## config.mk

```make
export PLATFORM = sky130hd
export DESIGN_NAME = vga_capture_flat
export DESIGN_NICKNAME = d
export VERILOG_FILES = /design/src/rtl/vga_capture_pkg.sv /design/src/rtl/vga_capture_if.sv /design/src/rtl/vga_capture_sync_sample.sv /design/src/rtl/vga_capture.sv /design/src/flat_wrapper.sv
export SDC_FILE = /design/constraint.sdc
export NUM_CORES = 1
export LEC_CHECK = 0
export ABC_AREA = 1
export BUFFER_PORTS_ARGS = -buffer_cell sky130_fd_sc_hd__buf_2
export CAP_MARGIN = 5
export CORE_MARGIN = 4
export CORE_UTILIZATION = 45
export CTS_BUF_LIST = sky130_fd_sc_hd__clkbuf_16
export DETAILED_ROUTE_END_ITERATION = 6
export PLACE_DENSITY = 0.66
export SLEW_MARGIN = 40
export SYNTH_ARGS = -nofsm -noshare
export SYNTH_HDL_FRONTEND = slang
export SYNTH_SLANG_ARGS = --single-unit
```

## constraint.sdc

```tcl
create_clock -name Clk -period 6.55 [get_ports Clk]
set_clock_uncertainty 0.1 [all_clocks]
set_input_delay 0.655 -clock Clk [delete_from_list [all_inputs] [get_ports Clk]]
set_output_delay 0.655 -clock Clk [all_outputs]
set_load 0.03 [all_outputs]
```

## src/rtl/vga_capture_pkg.sv

```systemverilog
// Shared types and constants for the VGA capture block.
// Optional feature macro: VGA_CAP_RGB565_EN (16-bit RGB565 write data instead of RGB888).
package vga_cap_pkg;

  typedef enum logic [1:0] {IDLE, MEASURE, CAPTURE} cap_state_e;

  localparam int unsigned H_ACTIVE_DEF = 640;
  localparam int unsigned V_ACTIVE_DEF = 480;
  localparam int unsigned H_TOTAL_DEF  = 800;
  localparam int unsigned V_TOTAL_DEF  = 525;
  localparam int unsigned CNT_W        = 11;

  typedef logic [CNT_W-1:0] cnt_t;
  typedef logic [23:0]      pix24_t;
  typedef logic [15:0]      pix16_t;

`ifdef VGA_CAP_RGB565_EN
  typedef pix16_t wr_pix_t;
`else
  typedef pix24_t wr_pix_t;
`endif

  // Saturating increment: a runaway count parks at all-ones and never aliases a valid total.
  function automatic cnt_t sat_inc(input cnt_t c);
    return (c == '1) ? c : c + cnt_t'(1);
  endfunction

  function automatic wr_pix_t pix_fmt(input pix24_t p);
`ifdef VGA_CAP_RGB565_EN
    return {p[23:19], p[15:10], p[7:3]};
`else
    return p;
`endif
  endfunction

endpackage

```

## src/rtl/vga_capture_if.sv

```systemverilog
// VRAM-style write port driven by vga_capture.
interface vga_capture_if;
  import vga_cap_pkg::*;

  logic    WrEn;
  cnt_t    WrX;
  cnt_t    WrY;
  wr_pix_t WrData;

  modport master (output WrEn, WrX, WrY, WrData);
  modport slave  (input  WrEn, WrX, WrY, WrData);
endinterface

```

## src/rtl/vga_capture_sync_sample.sv

```systemverilog
// PixEn-qualified sync sampling: polarity normalisation and inactive->asserted edge pulses.
module vga_sync_sample #(
  parameter bit SYNC_ACT_LOW = 1'b1
) (
  input  logic Clk,
  input  logic Rst,
  input  logic PixEn,
  input  logic Hsync,
  input  logic Vsync,
  input  logic VGA_blank,
  output logic hs_edge,
  output logic vs_edge,
  output logic vis
);
  logic hs_n, vs_n, hs_q, vs_q;

  assign hs_n = SYNC_ACT_LOW ? ~Hsync : Hsync;
  assign vs_n = SYNC_ACT_LOW ? ~Vsync : Vsync;

  always_ff @(posedge Clk) begin
    if (Rst) begin
      hs_q <= 1'b0;
      vs_q <= 1'b0;
    end else if (PixEn) begin
      hs_q <= hs_n;
      vs_q <= vs_n;
    end
  end

  assign hs_edge = PixEn & hs_n & ~hs_q;
  assign vs_edge = PixEn & vs_n & ~vs_q;
  assign vis     = PixEn & VGA_blank;
endmodule

```

## src/rtl/vga_capture.sv

```systemverilog
// VGA receive side: measures line/frame timing, locks, writes active pixels to VRAM port.
// Optional feature macro: VGA_CAP_RGB565_EN (see vga_cap_pkg).
module vga_capture
  import vga_cap_pkg::*;
#(
  parameter int unsigned H_ACTIVE     = H_ACTIVE_DEF,
  parameter int unsigned V_ACTIVE     = V_ACTIVE_DEF,
  parameter int unsigned H_TOTAL      = H_TOTAL_DEF,
  parameter int unsigned V_TOTAL      = V_TOTAL_DEF,
  parameter int unsigned LOCK_FRAMES  = 2,
  parameter bit          SYNC_ACT_LOW = 1'b1
) (
  input  logic          Clk,
  input  logic          Rst,
  input  logic          PixEn,
  input  logic          Hsync,
  input  logic          Vsync,
  input  logic          VGA_blank,
  input  pix24_t        VGA_Pixel,
  vga_capture_if.master wr,
  output logic          FrameStart,
  output logic          FrameDone,
  output logic          Locked,
  output logic          OvfErr
);
  cap_state_e state;
  cnt_t       hcnt, vcnt, xcnt, ycnt;
  cnt_t       vcnt_nx, x_cur, y_cur;
  logic [3:0] match_cnt, match_nx;
  logic       hvld, line_vis, frame_bad;
  logic       hs_edge, vs_edge, vis;
  logic       line_bad, frame_clean, in_range;

  vga_sync_sample #(.SYNC_ACT_LOW(SYNC_ACT_LOW)) u_sample (
    .Clk      (Clk),
    .Rst      (Rst),
    .PixEn    (PixEn),
    .Hsync    (Hsync),
    .Vsync    (Vsync),
    .VGA_blank(VGA_blank),
    .hs_edge  (hs_edge),
    .vs_edge  (vs_edge),
    .vis      (vis)
  );

  // Line check precedes frame check so a coincident Hsync edge belongs to the ending frame.
  always_comb begin
    line_bad    = hs_edge & hvld & (hcnt != cnt_t'(H_TOTAL - 1));
    vcnt_nx     = hs_edge ? sat_inc(vcnt) : vcnt;
    frame_clean = ~frame_bad & ~line_bad & (vcnt_nx == cnt_t'(V_TOTAL));
    x_cur       = hs_edge ? '0 : xcnt;
    y_cur       = vs_edge ? '0 : ((hs_edge && line_vis) ? sat_inc(ycnt) : ycnt);
    in_range    = (x_cur < cnt_t'(H_ACTIVE)) && (y_cur < cnt_t'(V_ACTIVE));
    match_nx    = match_cnt + 4'd1;
  end

  always_ff @(posedge Clk) begin
    if (Rst) begin
      state      <= IDLE;
      hcnt       <= '0;
      vcnt       <= '0;
      xcnt       <= '0;
      ycnt       <= '0;
      match_cnt  <= '0;
      hvld       <= 1'b0;
      line_vis   <= 1'b0;
      frame_bad  <= 1'b0;
      wr.WrEn    <= 1'b0;
      wr.WrX     <= '0;
      wr.WrY     <= '0;
      wr.WrData  <= '0;
      FrameStart <= 1'b0;
      FrameDone  <= 1'b0;
      Locked     <= 1'b0;
      OvfErr     <= 1'b0;
    end else begin
      wr.WrEn    <= 1'b0;
      FrameStart <= 1'b0;
      FrameDone  <= 1'b0;
      if (PixEn) begin
        hcnt     <= hs_edge ? '0 : sat_inc(hcnt);
        vcnt     <= vs_edge ? '0 : vcnt_nx;
        xcnt     <= vis ? sat_inc(x_cur) : x_cur;
        ycnt     <= y_cur;
        line_vis <= vis | (line_vis & ~hs_edge);
        if (hs_edge)  hvld <= 1'b1;
        // A bad line taints the rest of its frame; a Vsync edge starts the next one clean.
        if (vs_edge)       frame_bad <= 1'b0;
        else if (line_bad) frame_bad <= 1'b1;

        case (state)
          IDLE: begin
            if (vs_edge) begin
              state     <= MEASURE;
              match_cnt <= '0;
            end
          end
          MEASURE: begin
            if (vs_edge) begin
              if (frame_clean) begin
                match_cnt <= match_nx;
                if (match_nx == 4'(LOCK_FRAMES)) begin
                  state      <= CAPTURE;
                  Locked     <= 1'b1;
                  FrameStart <= 1'b1;
                end
              end else begin
                match_cnt <= '0;
              end
            end
          end
          CAPTURE: begin
            if (line_bad || (vs_edge && !frame_clean)) begin
              state     <= MEASURE;
              Locked    <= 1'b0;
              match_cnt <= '0;
            end else begin
              if (vs_edge) begin
                FrameDone  <= 1'b1;
                FrameStart <= 1'b1;
              end
              if (vis) begin
                if (in_range) begin
                  wr.WrEn   <= 1'b1;
                  wr.WrX    <= x_cur;
                  wr.WrY    <= y_cur;
                  wr.WrData <= pix_fmt(VGA_Pixel);
                end else begin
                  OvfErr <= 1'b1;
                end
              end
            end
          end
          default: state <= IDLE;
        endcase
      end
    end
  end
endmodule

```

## src/flat_wrapper.sv

```systemverilog
// flat-port wrapper written by rule: the top's interface ports become plain ports
module vga_capture_flat import vga_cap_pkg::*;
#(
  parameter int unsigned H_ACTIVE     = H_ACTIVE_DEF,
  parameter int unsigned V_ACTIVE     = V_ACTIVE_DEF,
  parameter int unsigned H_TOTAL      = H_TOTAL_DEF,
  parameter int unsigned V_TOTAL      = V_TOTAL_DEF,
  parameter int unsigned LOCK_FRAMES  = 2,
  parameter bit          SYNC_ACT_LOW = 1'b1
)
  (Clk, Rst, PixEn, Hsync, Vsync, VGA_blank, VGA_Pixel, FrameStart, FrameDone, Locked, OvfErr, wr_WrEn, wr_WrX, wr_WrY, wr_WrData);
  vga_capture_if wr_i ();
  input  logic Clk;
  input  logic Rst;
  input  logic PixEn;
  input  logic Hsync;
  input  logic Vsync;
  input  logic VGA_blank;
  input  pix24_t VGA_Pixel;
  output logic FrameStart;
  output logic FrameDone;
  output logic Locked;
  output logic OvfErr;
  output wire logic [$bits(wr_i.WrEn)-1:0] wr_WrEn;
  output wire logic [$bits(wr_i.WrX)-1:0] wr_WrX;
  output wire logic [$bits(wr_i.WrY)-1:0] wr_WrY;
  output wire logic [$bits(wr_i.WrData)-1:0] wr_WrData;
  assign wr_WrEn = wr_i.WrEn;
  assign wr_WrX = wr_i.WrX;
  assign wr_WrY = wr_i.WrY;
  assign wr_WrData = wr_i.WrData;
  vga_capture #(.H_ACTIVE(H_ACTIVE), .V_ACTIVE(V_ACTIVE), .H_TOTAL(H_TOTAL), .V_TOTAL(V_TOTAL), .LOCK_FRAMES(LOCK_FRAMES), .SYNC_ACT_LOW(SYNC_ACT_LOW)) u_core (.Clk(Clk), .Rst(Rst), .PixEn(PixEn), .Hsync(Hsync), .Vsync(Vsync), .VGA_blank(VGA_blank), .VGA_Pixel(VGA_Pixel), .wr(wr_i), .FrameStart(FrameStart), .FrameDone(FrameDone), .Locked(Locked), .OvfErr(OvfErr));
endmodule
```

==> reports/metrics.cfg <==
[timing]
hold_viol_final = 0
rsz0062_at_grt = false
tightest_slew_ps = 613
period_needed_ps = 3140
tns_ps = 0
maxSlewViolCount = 0
max_freq_mhz = 318
max_slew_margin_pct = 59.1
min_period_over_period_pct = 47.9
setup_viol = 0

[min_path]
hp-class = reg2reg
min_to = u_core.wr.WrX[10]
holdPathStages = 2
hold_start = u_core.wr.WrX[10]

[worst_setup_path]
reg2reg_to = u_core.wr.WrY[8]
crit_type = in2reg
rrSetupSlack_ps = 3470
worstPathArrival_ps = 3280
endpoint_kind = flip-flop
reg2reg_from = u_core.ycnt[0]
worstPathRequired_ps = 6690
cp_max_fo = 90
slowest_stage = buf_6
cp_cell_sequence = buf_2 > nand3_2 > nor2_4 > inv_1 > o21ai_0 > a21oi_1 > nand2_1 > clkinv_1 > nand2_1 > inv_2 > nand4_4 > buf_6 > nand2_1 > nand2_1 > nor2_1
start_kind = primary input
rr_worst_depth = 16
cp_slowest_stage_delay_ps = 470
crit_path_frequent_cell = nand2_1

[placed_design]
gp_congestion = 0.832
dpl.hpwl_um = 7860
portBuffers = 80

[global_route]
grt_pass1_vias = 4449
antenna_found_initial = 0
grt_max_degree = 91
grt_overflow_total = 0
grt_first_pass_wirelength_um = 19800
grt_usage_pct = 18.0

[clock_tree]
clockRootBuffer = clkbuf_16
cts_htree_levels = 3
hold_buffers = 0
cts.sinks = 106
cts_buffers = 9
cts_setup_buffers = 0
clock_path_buffers = 2
cts_resized = 0
cts_tree = done
path_clk_slew_ps = 70
clock_latency_ps = 350

[floorplan]
io_pins = 81
die_x_um = 116
rows = 39
coreArea_um2 = 11400
initial_core_util_pct = 46.1
dieArea_um2 = 13500
die_h_um = 116

[drt]
first_pass_iters = 4
drc = 0
wl_per_cell_um = 11.0
drtAntennaViolNets = 0
viasPerCell = 4.66
wl_um = 11300
drt_iter0_markers = 354
vias = 4799

[pwr]
seqPwrFrac_pct = 45.4
pwr-share-comb_pct = 18.2
pwr-share-clk_pct = 36.4
leakagePower_nw = 2.97
switching_share_pct = 29.3
internal_power_mw = 1.11
switchingPower_mw = 0.462
ir_drop_mv = 0.173
powerDensity_nw_per_um2 = 260

[finish]
final_core_util_pct = 53.0
drive_gt1_share_pct = 13.0
area_delta_synth_final_pct = 14.9
n_antenna_cell = 0
layout.nets = 922

[yosys]
yosys_warnings = 0
synth-xor-area-share_pct = 1.50
synth_top_family_by_area = simple AND/OR/NAND/NOR gates
avgSynthCellArea_um2 = 6.48
synth_commonest_cells = nand2_1, nor2_1, inv_1
synth_edf_count = 0
yosysMostFrequentCell = nand2_1
synth_seq_cells = 106
synth_adder_area_share_pct = 2.38
syn-num-nets = 853
ys.flop_type = dfxtp_1
yosysUniqueCellTypes = 32
syn_inst = 813
synthSimpleGateAreaFrac_pct = 38.0
async_reset_ff_share_pct = 0
synth_top_area_share_pct = 40.3
synth_top_area_cell = dfxtp_1
netlist_area_um2 = 5270
synth-compound-area-share_pct = 5.87
seq_area_frac_synth_pct = 40.3
synthMuxAreaShare_pct = 0
synthTopCellsByArea = dfxtp_1, nand2_1, nor2_1

[outcome]
status = finished, final reports clean

[run]
maxCapViolations = 0

[critical path: cells and delay by family]
kind                   cells  cell delay (ps)
AND/OR/NAND/NOR            8             1330
buffers and inverters      5              890
AO/OA/AOI/OAI              2              350
[final cells by class]
| type | instances | area, um^2 |
|---|---|---|
| Clock buffer | 9 | 225 |
| Clock inverter | 7 | 92.6 |
| Fill cell | 1184 | 5370 |
| Inverter | 132 | 495 |
| Multi-Input combinational cell | 551 | 2510 |
| Sequential cell | 106 | 2120 |
| Tap cell | 143 | 179 |
| Timing Repair Buffer | 82 | 422 |
[power by group through the flow]
| stage | combinational (mW) | clock (mW) | sequential [mW] |
|---|---|---|---|
| 5_1_grt | 0.331 | 0.616 | 0.722 |
| 4_1_cts | 0.289 | 0.594 | 0.715 |
| 2_1_floorplan | 0.178 | 0 | 0.770 |
| 3_3_place_gp | 0.286 | 0 | 0.729 |
| 6_report | 0.287 | 0.574 | 0.715 |
| 3_5_place_dp | 0.287 | 0 | 0.729 |
[state kept, by name, summed over array words and instances (netlist names)]
register              cells
u_core.FrameDone          1
u_core.FrameStart         1
u_core.Locked             1
u_core.OvfErr             1
u_core.frame_bad          1
u_core.hcnt              11
u_core.hvld               1
u_core.line_vis           1
u_core.match_cnt          4
u_core.state              2
u_core.u_sample.hs_q      1
u_core.u_sample.vs_q      1
u_core.vcnt              11
u_core.wr.WrData         24
u_core.wr.WrEn            1
u_core.wr.WrX            11
u_core.wr.WrY            11
u_core.xcnt              11
u_core.ycnt              11
[kinds of logic (layout without fill, tap and decap cells)]
family	Yosys count	count (layout)
xor+xnor	9	9
buf+inv	156	230
fa+ha+maj	10	10
flops	106	106
simple gates	475	475
compound gates	57	57
[layer usage]
layer  vias to the layer above  track usage, %  wire length (um)
li1                       2625               -                 -
met1                      2083            23.3              5640
met2                        81            28.2              4740
met3                        10            7.15               790
met4                         0            4.56               123
met5                         -               0                 0
[through the flow]
step / hold WS [ps] / power [mW] / instances / cell area, um^2 / setup slack [ps]
floorplan: 336 / 0.949 / 813 / 5270 / 3890
global placement: 329 / 1.02 / 1014 / 5720 / 2840
detailed placement: 328 / 1.02 / 1014 / 5720 / 2800
CTS: 342 / 1.60 / 1030 / 6040 / 3170
global route: 380 / 1.67 / 1030 / 6050 / 3020
finish: 342 / 1.58 / 1030 / 6050 / 3410
[how the worst max path moves through the flow]
stage / from / endpoint / slack, ps / cells after the start
final: PixEn / u_core.wr.WrY[8] / 3410 / 15
after global routing: PixEn / u_core.wr.WrData[5] / 3020 / 15
after detailed placement: PixEn / u_core.wr.WrData[13] / 2800 / 15
after floorplan: Hsync / u_core.xcnt[9] / 3890 / 17
after global placement: PixEn / u_core.wr.WrData[6] / 2840 / 15
after CTS: PixEn / u_core.wr.WrData[13] / 3170 / 15
[placed cells by master (no fill, tap or decap), drive strengths merged]
| master | Yosys | final |
|---|---|---|
| nand2 | 209 | 209 |
| nor2 | 169 | 169 |
| inv | 130 | 132 |
| dfxtp | 106 | 106 |
| buf | 13 | 82 |
| nand3 | 57 | 57 |
| a21oi | 28 | 28 |
| nor3 | 24 | 24 |
| o21ai | 19 | 19 |
| ha | 10 | 10 |
| clkbuf | 11 | 9 |
| nand4 | 8 | 8 |
| xor2 | 6 | 6 |
| o21bai | 5 | 5 |
| clkinv | 2 | 4 |
| xnor2 | 3 | 3 |
| nand3b | 3 | 3 |
| a211oi | 2 | 2 |
| o22ai | 2 | 2 |
| nor4 | 2 | 2 |
| bufinv | 0 | 2 |
| or2 | 2 | 2 |
| nor3b | 1 | 1 |
| a221oi | 1 | 1 |
| clkinvlp | 0 | 1 |
Note: power is estimated with default switching activity, not from simulation.
